## src/rtl/acc_dma_if.sv

```systemverilog
// Bus bundle for acc_dma: command, memory, accelerator control and both stream ports.
// master = DMA side, slave = memory/accelerator/host side.
interface acc_dma_if #(
    parameter int ADDR_W = 12,
    parameter int LEN_W  = 8
);
    logic              cmd_valid;
    logic              cmd_ready;
    logic [2:0]        cmd_sel;
    logic [ADDR_W-1:0] cmd_src_addr;
    logic [ADDR_W-1:0] cmd_dst_addr;
    logic [LEN_W-1:0]  cmd_src_len;
    logic [LEN_W-1:0]  cmd_dst_len;
    logic              done;
    logic [1:0]        err;

    logic              mem_rd_en;
    logic [ADDR_W-1:0] mem_rd_addr;
    logic [31:0]       mem_rd_data;
    logic              mem_wr_en;
    logic [ADDR_W-1:0] mem_wr_addr;
    logic [31:0]       mem_wr_data;

    logic [2:0]        acc_ap_start;
    logic              acc_ap_idle;

    logic              mm_tvalid;
    logic [31:0]       mm_tdata;
    logic              mm_tlast;
    logic              mm_tready;

    logic              sr_tvalid;
    logic [31:0]       sr_tdata;
    logic              sr_tlast;
    logic              sr_tready;

    modport master (
        input  cmd_valid, cmd_sel, cmd_src_addr, cmd_dst_addr, cmd_src_len, cmd_dst_len,
        output cmd_ready, done, err,
        output mem_rd_en, mem_rd_addr, mem_wr_en, mem_wr_addr, mem_wr_data,
        input  mem_rd_data,
        output acc_ap_start,
        input  acc_ap_idle,
        output mm_tvalid, mm_tdata, mm_tlast,
        input  mm_tready,
        input  sr_tvalid, sr_tdata, sr_tlast,
        output sr_tready
    );

    modport slave (
        output cmd_valid, cmd_sel, cmd_src_addr, cmd_dst_addr, cmd_src_len, cmd_dst_len,
        input  cmd_ready, done, err,
        input  mem_rd_en, mem_rd_addr, mem_wr_en, mem_wr_addr, mem_wr_data,
        output mem_rd_data,
        input  acc_ap_start,
        output acc_ap_idle,
        input  mm_tvalid, mm_tdata, mm_tlast,
        output mm_tready,
        output sr_tvalid, sr_tdata, sr_tlast,
        input  sr_tready
    );
endinterface

```

## src/rtl/acc_dma.sv

```systemverilog
// Command-driven stream DMA: memory -> accelerator stream, accelerator stream -> memory.
// Optional RUN watchdog (err[1]) enabled by defining ACC_DMA_TIMEOUT_EN.
//
// state   | meaning
// S_IDLE  | cmd_ready high, waiting for a command
// S_START | waiting for acc_ap_idle, then one-cycle acc_ap_start pulse
// S_RUN   | prefetching/streaming source words and writing back results
// S_DONE  | one-cycle done pulse
module acc_dma #(
    parameter int ADDR_W = 12,
    parameter int LEN_W  = 8
) (
    input logic       clk,
    input logic       rst,
    acc_dma_if.master bus
);
    localparam int CW = LEN_W + 1;

    typedef enum logic [1:0] {S_IDLE, S_START, S_RUN, S_DONE} state_t;
    state_t state, state_nxt;

    logic [2:0]        sel;
    logic [ADDR_W-1:0] src_addr, dst_addr;
    logic [CW-1:0]     src_len, dst_len, issued, sent, rx_cnt;
    logic [31:0]       fifo_mem [2];
    logic              wr_ptr, rd_ptr, rd_pend;
    logic [1:0]        fifo_cnt, occ;
    logic [1:0]        err_q;
    logic              wr_en_q;
    logic [ADDR_W-1:0] wr_addr_q;
    logic [31:0]       wr_data_q;
    logic              cmd_acc, mm_valid, mm_pop, sr_rdy, sr_hs, rd_issue, rx_last, wd_fire;

`ifdef ACC_DMA_TIMEOUT_EN
    logic [9:0] wd_cnt;

    // Reaches zero after 1023 consecutive RUN cycles without a handshake.
    always_ff @(posedge clk or posedge rst) begin
        if (rst) begin
            wd_cnt <= 10'h3FF;
        end else if (state != S_RUN || mm_pop || sr_hs) begin
            wd_cnt <= 10'h3FF;
        end else if (wd_cnt != 10'd0) begin
            wd_cnt <= wd_cnt - 10'd1;
        end
    end

    assign wd_fire = (state == S_RUN) && (wd_cnt == 10'd0);
`else
    assign wd_fire = 1'b0;
`endif

    // A read may be issued in the same cycle a beat pops, which keeps 1 word/cycle.
    always_comb begin
        cmd_acc  = (state == S_IDLE) && bus.cmd_valid;
        occ      = fifo_cnt + {1'b0, rd_pend};
        mm_valid = (state == S_RUN) && (fifo_cnt != 2'd0) && !wd_fire;
        mm_pop   = mm_valid && bus.mm_tready;
        sr_rdy   = (state == S_RUN) && (rx_cnt < dst_len) && !wd_fire;
        sr_hs    = sr_rdy && bus.sr_tvalid;
        rd_issue = (state == S_RUN) && !wd_fire && (issued < src_len) &&
                   ((occ < 2'd2) || mm_pop);
        rx_last  = (rx_cnt == dst_len - CW'(1));
    end

    always_comb begin
        state_nxt = state;
        unique case (state)
            S_IDLE: begin
                if (bus.cmd_valid) begin
                    state_nxt = $onehot(bus.cmd_sel) ? S_START : S_DONE;
                end
            end
            S_START: begin
                if (bus.acc_ap_idle) begin
                    state_nxt = S_RUN;
                end
            end
            S_RUN: begin
                if (wd_fire || ((sent == src_len) && (rx_cnt == dst_len) && !wr_en_q)) begin
                    state_nxt = S_DONE;
                end
            end
            S_DONE: state_nxt = S_IDLE;
            default: state_nxt = S_IDLE;
        endcase
    end

    always_ff @(posedge clk or posedge rst) begin
        if (rst) begin
            state       <= S_IDLE;
            sel         <= 3'b000;
            src_addr    <= '0;
            dst_addr    <= '0;
            src_len     <= '0;
            dst_len     <= '0;
            issued      <= '0;
            sent        <= '0;
            rx_cnt      <= '0;
            fifo_mem[0] <= 32'h0;
            fifo_mem[1] <= 32'h0;
            wr_ptr      <= 1'b0;
            rd_ptr      <= 1'b0;
            rd_pend     <= 1'b0;
            fifo_cnt    <= 2'd0;
            err_q       <= 2'b00;
            wr_en_q     <= 1'b0;
            wr_addr_q   <= '0;
            wr_data_q   <= 32'h0;
        end else begin
            state   <= state_nxt;
            wr_en_q <= sr_hs;
            if (sr_hs) begin
                wr_addr_q <= dst_addr + ADDR_W'(rx_cnt);
                wr_data_q <= bus.sr_tdata;
            end
            if (cmd_acc) begin
                sel      <= bus.cmd_sel;
                src_addr <= bus.cmd_src_addr;
                dst_addr <= bus.cmd_dst_addr;
                src_len  <= {1'b0, bus.cmd_src_len};
                dst_len  <= {1'b0, bus.cmd_dst_len};
                issued   <= '0;
                sent     <= '0;
                rx_cnt   <= '0;
                wr_ptr   <= 1'b0;
                rd_ptr   <= 1'b0;
                rd_pend  <= 1'b0;
                fifo_cnt <= 2'd0;
                err_q    <= 2'b00;
            end else begin
                rd_pend <= rd_issue;
                if (rd_issue) issued <= issued + CW'(1);
                if (mm_pop)   sent   <= sent + CW'(1);
                if (sr_hs)    rx_cnt <= rx_cnt + CW'(1);
                if (rd_pend) begin
                    fifo_mem[wr_ptr] <= bus.mem_rd_data;
                    wr_ptr           <= ~wr_ptr;
                end
                if (mm_pop) rd_ptr <= ~rd_ptr;
                case ({rd_pend, mm_pop})
                    2'b10:   fifo_cnt <= fifo_cnt + 2'd1;
                    2'b01:   fifo_cnt <= fifo_cnt - 2'd1;
                    default: fifo_cnt <= fifo_cnt;
                endcase
                if (sr_hs && (bus.sr_tlast != rx_last)) err_q[0] <= 1'b1;
                if (wd_fire) err_q[1] <= 1'b1;
            end
        end
    end

    assign bus.cmd_ready    = (state == S_IDLE);
    assign bus.done         = (state == S_DONE);
    assign bus.err          = err_q;
    assign bus.acc_ap_start = ((state == S_START) && bus.acc_ap_idle) ? sel : 3'b000;
    assign bus.mem_rd_en    = rd_issue;
    assign bus.mem_rd_addr  = rd_issue ? (src_addr + ADDR_W'(issued)) : '0;
    assign bus.mem_wr_en    = wr_en_q;
    assign bus.mem_wr_addr  = wr_addr_q;
    assign bus.mem_wr_data  = wr_data_q;
    assign bus.mm_tvalid    = mm_valid;
    assign bus.mm_tdata     = mm_valid ? fifo_mem[rd_ptr] : 32'h0;
    assign bus.mm_tlast     = mm_valid && (sent == src_len - CW'(1));
    assign bus.sr_tready    = sr_rdy;
endmodule

```

## src/flat_wrapper.sv

```systemverilog
// flat-port wrapper written by rule: the top's interface ports become plain ports
module acc_dma_flat 
#(
    parameter int ADDR_W = 12,
    parameter int LEN_W  = 8
)
  (clk, rst, bus_cmd_valid, bus_cmd_sel, bus_cmd_src_addr, bus_cmd_dst_addr, bus_cmd_src_len, bus_cmd_dst_len, bus_cmd_ready, bus_done, bus_err, bus_mem_rd_en, bus_mem_rd_addr, bus_mem_wr_en, bus_mem_wr_addr, bus_mem_wr_data, bus_mem_rd_data, bus_acc_ap_start, bus_acc_ap_idle, bus_mm_tvalid, bus_mm_tdata, bus_mm_tlast, bus_mm_tready, bus_sr_tvalid, bus_sr_tdata, bus_sr_tlast, bus_sr_tready);
  acc_dma_if #(.ADDR_W(ADDR_W), .LEN_W(LEN_W)) bus_i ();
  input logic clk;
  input logic rst;
  input wire logic [$bits(bus_i.cmd_valid)-1:0] bus_cmd_valid;
  input wire logic [$bits(bus_i.cmd_sel)-1:0] bus_cmd_sel;
  input wire logic [$bits(bus_i.cmd_src_addr)-1:0] bus_cmd_src_addr;
  input wire logic [$bits(bus_i.cmd_dst_addr)-1:0] bus_cmd_dst_addr;
  input wire logic [$bits(bus_i.cmd_src_len)-1:0] bus_cmd_src_len;
  input wire logic [$bits(bus_i.cmd_dst_len)-1:0] bus_cmd_dst_len;
  output wire logic [$bits(bus_i.cmd_ready)-1:0] bus_cmd_ready;
  output wire logic [$bits(bus_i.done)-1:0] bus_done;
  output wire logic [$bits(bus_i.err)-1:0] bus_err;
  output wire logic [$bits(bus_i.mem_rd_en)-1:0] bus_mem_rd_en;
  output wire logic [$bits(bus_i.mem_rd_addr)-1:0] bus_mem_rd_addr;
  output wire logic [$bits(bus_i.mem_wr_en)-1:0] bus_mem_wr_en;
  output wire logic [$bits(bus_i.mem_wr_addr)-1:0] bus_mem_wr_addr;
  output wire logic [$bits(bus_i.mem_wr_data)-1:0] bus_mem_wr_data;
  input wire logic [$bits(bus_i.mem_rd_data)-1:0] bus_mem_rd_data;
  output wire logic [$bits(bus_i.acc_ap_start)-1:0] bus_acc_ap_start;
  input wire logic [$bits(bus_i.acc_ap_idle)-1:0] bus_acc_ap_idle;
  output wire logic [$bits(bus_i.mm_tvalid)-1:0] bus_mm_tvalid;
  output wire logic [$bits(bus_i.mm_tdata)-1:0] bus_mm_tdata;
  output wire logic [$bits(bus_i.mm_tlast)-1:0] bus_mm_tlast;
  input wire logic [$bits(bus_i.mm_tready)-1:0] bus_mm_tready;
  input wire logic [$bits(bus_i.sr_tvalid)-1:0] bus_sr_tvalid;
  input wire logic [$bits(bus_i.sr_tdata)-1:0] bus_sr_tdata;
  input wire logic [$bits(bus_i.sr_tlast)-1:0] bus_sr_tlast;
  output wire logic [$bits(bus_i.sr_tready)-1:0] bus_sr_tready;
  assign bus_i.cmd_valid = bus_cmd_valid;
  assign bus_i.cmd_sel = bus_cmd_sel;
  assign bus_i.cmd_src_addr = bus_cmd_src_addr;
  assign bus_i.cmd_dst_addr = bus_cmd_dst_addr;
  assign bus_i.cmd_src_len = bus_cmd_src_len;
  assign bus_i.cmd_dst_len = bus_cmd_dst_len;
  assign bus_cmd_ready = bus_i.cmd_ready;
  assign bus_done = bus_i.done;
  assign bus_err = bus_i.err;
  assign bus_mem_rd_en = bus_i.mem_rd_en;
  assign bus_mem_rd_addr = bus_i.mem_rd_addr;
  assign bus_mem_wr_en = bus_i.mem_wr_en;
  assign bus_mem_wr_addr = bus_i.mem_wr_addr;
  assign bus_mem_wr_data = bus_i.mem_wr_data;
  assign bus_i.mem_rd_data = bus_mem_rd_data;
  assign bus_acc_ap_start = bus_i.acc_ap_start;
  assign bus_i.acc_ap_idle = bus_acc_ap_idle;
  assign bus_mm_tvalid = bus_i.mm_tvalid;
  assign bus_mm_tdata = bus_i.mm_tdata;
  assign bus_mm_tlast = bus_i.mm_tlast;
  assign bus_i.mm_tready = bus_mm_tready;
  assign bus_i.sr_tvalid = bus_sr_tvalid;
  assign bus_i.sr_tdata = bus_sr_tdata;
  assign bus_i.sr_tlast = bus_sr_tlast;
  assign bus_sr_tready = bus_i.sr_tready;
  acc_dma #(.ADDR_W(ADDR_W), .LEN_W(LEN_W)) u_core (.clk(clk), .rst(rst), .bus(bus_i));
endmodule
```

## config.mk

```make
export PLATFORM = sky130hd
export DESIGN_NAME = acc_dma_flat
export DESIGN_NICKNAME = d
export VERILOG_FILES = /design/src/rtl/acc_dma_if.sv /design/src/rtl/acc_dma.sv /design/src/flat_wrapper.sv
export SDC_FILE = /design/constraint.sdc
export NUM_CORES = 1
export LEC_CHECK = 0
export ABC_AREA = 1
export BUFFER_PORTS_ARGS = -buffer_cell sky130_fd_sc_hd__buf_2
export CORE_UTILIZATION = 60
export DETAILED_ROUTE_END_ITERATION = 8
export PLACE_DENSITY = 0.91
export SLEW_MARGIN = 10
export SYNTH_ARGS = -nofsm -noshare
export SYNTH_HDL_FRONTEND = slang
export SYNTH_SLANG_ARGS = --single-unit
```

## constraint.sdc

```tcl
create_clock -name clk -period 9.3 [get_ports clk]
set_input_delay 1.86 -clock clk [delete_from_list [all_inputs] [get_ports clk]]
set_output_delay 1.86 -clock clk [all_outputs]
set_load 0.01 [all_outputs]
```

# After elaboration in Yosys (flattened, before gate mapping)
# Cells that the tools add are included.
# op_classes
n_lt_le_gt_ge	6
reduce_logical	25
bitwise	5
n_mux	29
n_addsub	12
n_eq_ne	14
# op_table
operator	n
2-to-1 mux 32 bit	5
bitwise mux 64 bit	1
2-to-1 mux 9 bit	6
demux 32 bit (select 1 bit)	1
adder 9 x 1 -> 9 bit, second input constant	3
adder 12 x 9 -> 12 bit	2
equality test 9 x 8 -> 1 bit	2
equality test 9 bit	2
< comparator 9 x 8 -> 1 bit	2
subtractor 8 x 1 -> 9 bit, second input constant	2
logical AND 1 bit	13
2-to-1 mux 12 bit	1
nonzero test 2 bit	6
2-to-1 mux 2 bit	5
one-hot mux 2 bit (4 select lines)	1
2-to-1 mux 1 bit	7
equality test 2 x 1 -> 1 bit, second input constant	3
equality test 2 bit, second input constant	3
inequality test 2 bit, second input constant	3
adder 2 x 1 -> 2 bit	2
greater-or-equal comparator 2 bit, second input constant	2
NOT 1 -> 2 bit	2
one-hot mux 2 bit (2 select lines)	1
2-to-1 mux 3 bit	1
13 further kinds	15
# totals
ff_bits	187
word_cells	110
output_inout_bits	100
inputBits	114

# Logic depth before layout (Yosys ltp)
# Gate-level depths: netlist (run 1).
# depth
ltp_word	7
mapped_depth	14
depth_no_buf	14

# Least setup slack after synthesis (run 1)
# Ideal clock, no wire load.
# synth_timing
kind	input-to-output
startpoint	input port bus_mm_tready
endpoint	output port bus_mem_rd_addr[7]
required_time_ns	7.440
stages	5
arrival_ns	2.590
path_slack_ns	4.850
path_buffers	1
path_cell_list	nand2_2 nand2_1 nand2_1 buf_2 nor3b_1
# synth_via
elab_chain_len	4
# synth_lines
element	line	rtl
start: declaration	flat_wrapper.sv:31	input wire logic [$bits(bus_i.mm_tready)-1:0] bus_mm_tready;
logical AND 1 bit	acc_dma.sv:58	mm_pop = mm_valid && bus.mm_tready;
logical OR 1 bit	acc_dma.sv:62	((occ < 2'd2) || mm_pop);
logical AND 1 bit	acc_dma.sv:61	rd_issue = (state == S_RUN) && !wd_fire && (issued < src_len) &&
2-to-1 mux 12 bit	acc_dma.sv:157	assign bus.mem_rd_addr = rd_issue ? (src_addr + ADDR_W'(issued)) : '0;
end: declaration	flat_wrapper.sv:21	output wire logic [$bits(bus_i.mem_rd_addr)-1:0] bus_mem_rd_addr;
# No other way between the ends.

# Final worst setup path (run 1)
# layout_timing
startpoint	register u_core.state[0]
endpoint	output port bus_mem_rd_addr[11]
# layout_via
elab_chain_len	6
# layout_lines
element	line	rtl
start: declaration	acc_dma.sv:20	state_t state, state_nxt;
start signal: assignment	acc_dma.sv:111	state <= state_nxt;
equality test 2 bit *	acc_dma.sv:57, acc_dma.sv:61	
logical AND 1 bit	acc_dma.sv:57	mm_valid = (state == S_RUN) && (fifo_cnt != 2'd0) && !wd_fire;
logical AND 1 bit	acc_dma.sv:58	
logical OR 1 bit	acc_dma.sv:62	
logical AND 1 bit *	acc_dma.sv:61	
2-to-1 mux 12 bit *	acc_dma.sv:157	
# Every way passes the cells marked *; elsewhere a longest branch is shown, timed or not.

==> results.py, run 1 <==
metrics = {
    "run_status": {
        "status": "completed",
    },
    "sta": {
        "fin_tns_setup_ns": 0,
        "period_minus_slack_ns": 5.511,
        "finalSetupViolCount": 0,
        "worst_slew_pin_slew_ns": 1.115,
        "slew_headroom": 0.2554,
        "rsz0062_at_grt": "no",
        "slew_viol_final": 0,
        "hold_viol": 0,
        "finalClockSkew_ns": 0.01222,
        "fin_crit_sh": 0.5926,
        "max_freq_mhz": 181.4,
    },
    "placement": {
        "port_buffers": 212,
        "placed_area_mm2": 0.01127,
        "place_congestion": 0.9166,
        "dpl.cell_count": 1721,
        "hpwl_um": 15820,
    },
    "clock_tree": {
        "cts_tree": "yes",
        "clk_latency_ns": 0.44,
        "path_clk_slew_ns": 0.07,
        "cts.htree.levels": 4,
        "cts_made_buffers": 17,
        "ctsHoldBuffers": 0,
        "cts_setup_buffers": 0,
        "post_cts_resized": 0,
        "cts_max_path_buffers": 2,
        "cts_root_buf": "clkbuf_16",
        "numClockSinks": 187,
    },
    "grt": {
        "grt_use_met2": 0.4703,
        "grt_pass1_vias": 8557,
        "busiest_layer": "met2",
        "grt_max_degree": 119,
        "track_usage": 0.2817,
        "met3_usage": 0.05152,
        "grt_pass1_wl_um": 39900,
        "grt_overflow_total": 0,
        "antenna_found_initial": 1,
        "grt_use_met1": 0.3709,
    },
    "synthesis": {
        "synth.avg_cell_area_um2": 7.588,
        "synth_largest_area_cell": "dfrtp_1",
        "synth.distinct_cells": 43,
        "synth_most_common_cell": "nand2_1",
        "synth-async-reset-ratio": 1.000,
        "synth_edf_count": 0,
        "synth_commonest_cells": "nand2_1 (517), dfrtp_1 (187), inv_1 (148)",
        "ys_top_cells_by_area": "dfrtp_1 (46%), nand2_1 (19%), inv_1 (5.5%)",
        "synth_top_area_share": 0.4630,
        "syn_area_mm2": 0.01011,
        "syn_nets": 1492,
        "synth_ff_type": "dfrtp_1",
        "ys_ff_latch": 187,
        "yosys_warnings": 0,
        "syn_inst": 1332,
        "ys_seq_area_frac": 0.4630,
    },
    "setup_path": {
        "cp_max_fo": 35,
        "crit_type": "flip-flop to output pin",
        "cp_num_buf_inv": 4,
        "crit_path_frequent_cell": "nand2_1",
        "reg2reg_depth": 10,
        "cp-end-kind": "output pin",
        "worstPathCellList": "inv_1 -> ha_1 -> inv_1 -> nor2_4 -> nand2_2 -> nand2_1 -> nand2_1 -> clkinv_1 -> nand2_1 -> nor2_1 -> buf_2",
        "worst_path_max_delay_cell": "nor2_4",
        "crit_family": "simple AND/OR/NAND/NOR gates",
        "max_stage_delay_ns": 0.74,
        "crit_required_ns": 7.44,
        "worst-path-stages": 11,
        "cp.arrival_ns": 3.65,
        "start_kind": "flip-flop",
    },
    "floorplanning": {
        "ios": 214,
        "coreArea_mm2": 0.01652,
        "rows": 47,
        "die_x_um": 131.8,
        "die_y_um": 131.8,
        "die_area_mm2": 0.01737,
        "start_util": 0.6116,
    },
    "layout": {
        "drive_above_1_share": 0.1729,
        "nNetsFinal": 1680,
        "fin_cells": 1754,
        "final_area_mm2": 0.01185,
        "nFillCells": 1252,
        "final_util": 0.7173,
        "syn_to_final_growth_pct": 17.27,
    },
    "power_and_ir_drop": {
        "p_comb_frac": 0.433,
        "power_uw": 3649,
        "swShare": 0.4323,
        "power.switching_uw": 1578,
        "p_seq_frac": 0.375,
        "peakVddDrop_mv": 0.1957,
        "power_density_mw_per_mm2": 307.9,
        "p_leak_uw": 0.006852,
        "p_int_uw": 2072,
        "clock_power_share": 0.193,
    },
    "detailed_routing": {
        "post_drt_via_cell_ratio": 5.243,
        "drc": 0,
        "vias": 9196,
        "drtAntennaViolNets": 0,
        "dr.pass1.iters": 9,
        "wirelength_um": 23500,
        "wl_per_cell_um": 13.40,
        "drt-initial-drc-count": 699,
    },
    "worst_hold_path": {
        "hold_depth": 2,
        "hp-class": "flip-flop to flip-flop",
    },
    "run": {
        "drv_cap": 0,
    },
}
registers in the layout (all words and copies together) (netlist names):
name and flops:
u_core.src_addr 12, u_core.state 2, u_core.bus.mem_wr_addr 12, u_core.sent 9
u_core.sel 3, u_core.src_len 8, u_core.fifo_cnt 2, u_core.fifo_mem 64
u_core.wr_ptr 1, u_core.issued 9, u_core.rd_ptr 1, u_core.bus.mem_wr_data 32
u_core.rd_pend 1, u_core.dst_len 8, u_core.dst_addr 12, u_core.bus.err 1
u_core.bus.mem_wr_en 1, u_core.rx_cnt 9
power groups by stage:
stage                     sequential (µW)  combinational [µW]  clock (µW)
after floorplan                      1370                1100           0
after global placement               1350                1500           0
after detailed placement             1370                1560           0
after CTS                            1360                1590         712
after global routing                 1400                1800         745
final                                1370                1580         703
cell type report:
class                      count  area (µm²)  share of cell area
tap                          220       275.3             0.02322
clock buffer                  18       429.2             0.03621
inverter                     151       571.8             0.04824
antenna                        1       2.502           0.0002111
sequential                   187        4679              0.3948
multi-input combinational    944        4628              0.3905
timing repair buffer         219        1114             0.09395
clock inverter                14       152.6             0.01288
worst paths after layout:
check / from / end / slack, ns
worst max-delay path: u_core.state[0]$_DFFE_PP0P_ / bus_mem_rd_addr[11] / 3.79
worst min-delay path: u_core.bus.mem_wr_data[6]$_DFFE_PP0P_ / u_core.bus.mem_wr_data[6]$_DFFE_PP0P_ / 0.47
worst max register to register: u_core.state[0]$_DFFE_PP0P_ / u_core.issued[2]$_DFFE_PP0P_ / 6.08
worst min register to register: u_core.bus.mem_wr_data[6]$_DFFE_PP0P_ / u_core.bus.mem_wr_data[6]$_DFFE_PP0P_ / 0.47
max in group asynchronous: rst / u_core.src_addr[1]$_DFFE_PP0P_ / 6.15
min in group asynchronous: rst / u_core.bus.mem_wr_data[8]$_DFFE_PP0P_ / 1.67
cells in the final DEF, fill, tap and decap left out, types with 2 or more instances in the layout:
cell | synthesis | routed
buf_4 | 3 | 7
a211oi_1 | 2 | 2
inv_6 | 0 | 5
nand2_1 | 517 | 515
nor3_1 | 23 | 23
nand3_1 | 59 | 58
a31oi_1 | 2 | 2
xor2_1 | 30 | 30
a21oi_1 | 29 | 29
buf_2 | 5 | 212
nand2_2 | 1 | 3
o31ai_1 | 2 | 2
nor2_2 | 2 | 2
fa_1 | 3 | 3
nand3b_1 | 3 | 3
dfrtp_1 | 187 | 187
inv_8 | 0 | 2
o21ai_1 | 11 | 11
xnor2_1 | 15 | 15
clkinv_1 | 3 | 2
clkinv_4 | 0 | 2
nor2_1 | 75 | 75
and3_1 | 2 | 2
or2_2 | 2 | 2
nor4_1 | 2 | 2
o21ai_0 | 98 | 98
o2111ai_1 | 2 | 2
o21bai_1 | 2 | 2
nand4_1 | 4 | 4
a21o_1 | 3 | 3
clkbuf_16 | 0 | 17
ha_1 | 43 | 43
nand3_2 | 1 | 2
a21oi_2 | 2 | 2
clkinv_8 | 0 | 4
inv_1 | 148 | 147
cell families (layout without fill, tap and decap cells):
kind of cell,Yosys count,count (layout),synth area share
AND/OR/NAND/NOR,695,695,0.2758
buffers and inverters,201,402,0.08009
flip-flops,187,187,0.4630
AO/OA/AOI/OAI,157,157,0.08257
adder cells (fa/ha/maj),46,46,0.05917
XOR/XNOR,45,45,0.03899
other,1,2,0.0003710
per-stage QoR:
step / setup WS, ns / hold slack (ns)
floorplan: 2.355 / 0.4528
global placement: 3.895 / 0.4579
detailed placement: 3.836 / 0.4598
CTS: 3.789 / 0.4798
global route: 3.419 / 0.4976
finish: 3.789 / 0.4735
worst register-to-register path, delay by kind of cell (launching register included):
kind | cells | cell delay (ns)
adders and majority gates | 1 | 0.20
DFF | 1 | 0.40
buffers and inverters | 3 | 0.70
and+or+nand+nor | 6 | 1.85
per-layer routing:
metal / part of all wire / wire [µm] / up-vias
li1: - / - / 4541
met1: 0.43 / 10000 / 4232
met2: 0.49 / 11430 / 360
met3: 0.062 / 1456 / 63
met4: 0.026 / 613 / 0
met5: 0 / 0 / -
(Power assumes the default switching activity.)
==> run 2: changes to the inputs <==
--- a/config.mk
+++ b/config.mk
@@ -7,9 +7,9 @@
 export LEC_CHECK = 0
 export ABC_AREA = 1
 export BUFFER_PORTS_ARGS = -buffer_cell sky130_fd_sc_hd__buf_2
-export CORE_UTILIZATION = 60
+export CORE_UTILIZATION = 55
 export DETAILED_ROUTE_END_ITERATION = 8
-export PLACE_DENSITY = 0.91
+export PLACE_DENSITY = 0.84
 export SLEW_MARGIN = 10
 export SYNTH_ARGS = -nofsm -noshare
 export SYNTH_HDL_FRONTEND = slang
==> constraint.sdc (replaced) <==
create_clock -name clk -period 5.1 [get_ports clk]
set_input_delay 1.02 -clock clk [delete_from_list [all_inputs] [get_ports clk]]
set_output_delay 1.02 -clock clk [all_outputs]
set_load 0.01 [all_outputs]
==> results.py, run 2 (synthesis gave the netlist of run 1 again) <==
metrics = {
    "grt": {
        "grt_pass1_vias": 8203,
        "track_usage": 0.2529,
        "grt_max_degree": 188,
        "grt_overflow_total": 0,
        "antenna_found_initial": 0,
        "grt_pass1_wl_um": 37730,
    },
    "layout": {
        "final_common_cell": "nand2_1",
        "nFillCells": 1513,
        "regMostFlops": "u_core.fifo_mem",
        "drive_above_1_share": 0.1735,
        "antenna_cells": 0,
        "nNetsFinal": 1680,
        "largest_register_ffs": 64,
        "final_cell_mix": "nand2_1 (515), buf_2 (212), dfrtp_1 (187), inv_1 (147), o21ai_0 (98)",
        "syn_to_final_growth_pct": 17.54,
    },
    "sta": {
        "slew_headroom": 0.2322,
        "max_freq_mhz": 255.6,
        "finalSetupViolCount": 0,
        "rsz0062_at_grt": "no",
        "fin_tns_setup_ns": 0,
        "worst_slew_pin_slew_ns": 1.148,
        "slew_viol_final": 0,
        "hold_viol": 0,
        "period_minus_slack_ns": 3.913,
        "fin_crit_sh": 0.7672,
        "finalClockSkew_ns": 0.01897,
    },
    "detailed_routing": {
        "dr.pass1.iters": 5,
        "drc": 0,
        "drt-initial-drc-count": 545,
        "drtAntennaViolNets": 0,
        "vias": 9036,
        "wirelength_um": 23120,
        "post_drt_via_cell_ratio": 5.128,
        "wl_per_cell_um": 13.12,
    },
    "clock_tree": {
        "cts_setup_buffers": 0,
        "clk_latency_ns": 0.44,
        "path_clk_slew_ns": 0.07,
        "cts.htree.levels": 4,
        "post_cts_resized": 0,
        "cts_max_path_buffers": 2,
        "cts_tree": "yes",
        "cts_root_buf": "clkbuf_16",
        "numClockSinks": 187,
        "ctsHoldBuffers": 0,
        "cts_made_buffers": 17,
    },
    "floorplanning": {
        "die_area_mm2": 0.01892,
        "start_util": 0.5627,
        "ios": 214,
        "rows": 49,
        "die_y_um": 137.6,
        "die_x_um": 137.6,
        "coreArea_mm2": 0.01796,
    },
    "setup_path": {
        "crit_required_ns": 4.08,
        "cp.arrival_ns": 2.89,
        "cp_max_fo": 35,
        "crit_type": "flip-flop to output pin",
        "start_kind": "flip-flop",
        "cp-end-kind": "output pin",
    },
    "power_and_ir_drop": {
        "p_leak_uw": 0.006855,
        "power_density_mw_per_mm2": 558.5,
        "power_uw": 6636,
        "peakVddDrop_mv": 0.3523,
    },
    "run": {
        "drv_cap": 0,
    },
    "placement": {
        "port_buffers": 212,
        "hpwl_um": 15820,
        "place_congestion": 0.8598,
    },
    "run_status": {
        "status": "completed",
    },
    "worst_hold_path": {
        "hp-class": "flip-flop to flip-flop",
    },
}
[run 2: changes by cell type in the layout (fill, tap and decap cells not counted), sizes merged]
cell      change
inv           +1
clkinvlp      +2
clkbuf        -1
clkinv        -2
diode         -1
[run 2: worst max-delay path, stage by stage, from the launching register on]
cell and delay (ns):
dfrtp_1 0.38, inv_1 0.09, ha_1 0.23, inv_1 0.21, nor2_4 0.06, buf_4 0.25, nand2_2 0.19, nand2_1 0.07
nand2_1 0.08, buf_4 0.25, clkinv_1 0.32, nand2_1 0.14, nor2_1 0.04, buf_2 0.13
[run 2: power by group]
group	total [µW]	switching, µW	internal, µW
combinational	2830	1790	1030
clock	1310	653	659
sequential	2500	406	2090
total	6640	2850	3780
[run 2: path summary, 6_finish.rpt]
kind                                                         from                                      to  slack (ns)  depth (start not counted)
setup / recovery                      u_core.state[0]$_DFFE_PP0P_                     bus_mem_rd_addr[11]        1.19                         13
hold / removal             u_core.bus.mem_wr_data[21]$_DFFE_PP0P_  u_core.bus.mem_wr_data[21]$_DFFE_PP0P_        0.48                          2
setup reg to reg                    u_core.dst_len[4]$_DFFE_PP0P_            u_core.rx_cnt[2]$_DFFE_PP0P_        2.18                         12
hold reg to reg            u_core.bus.mem_wr_data[21]$_DFFE_PP0P_  u_core.bus.mem_wr_data[21]$_DFFE_PP0P_        0.48                          2
max in group asynchronous                                     rst           u_core.src_len[5]$_DFFE_PP0P_        3.43                          3
min in group asynchronous                                     rst          u_core.src_addr[2]$_DFFE_PP0P_        0.79                          3
[run 2: stage by stage]
stage | worst slack, ns | util | instances | cell area [µm²] | hold slack, ns
4_1_cts | 1.184 | 0.6614 | 1762 | 11880 | 0.4798
3_3_place_gp | 1.736 | 0.6285 | 1730 | 11290 | 0.4566
2_1_floorplan | 1.674 | - | 1332 | 10110 | 0.4528
3_5_place_dp | 1.648 | 0.6285 | 1730 | 11290 | 0.4596
5_1_grt | 0.9480 | 0.6614 | 1762 | 11880 | 0.5009
6_report | 1.187 | 0.6614 | 1762 | 11880 | 0.4761
[run 2: metal layers]
layer,vias up,GRT usage,routed length (µm)
met3,36,0.05666,1276
met1,4196,0.3326,10310
met5,-,0,0
li1,4529,-,-
met2,275,0.4137,11110
met4,0,0.08059,417
[run 2: final cells by class]
type                       count  area, µm²  share of cell area
timing repair buffer         219       1126             0.09479
clock buffer                  17      425.4             0.03581
multi-input combinational    944       4628              0.3896
sequential                   187       4679              0.3939
tap                          229      286.5             0.02412
inverter                     151      570.5             0.04803
clock inverter                15      163.9             0.01380
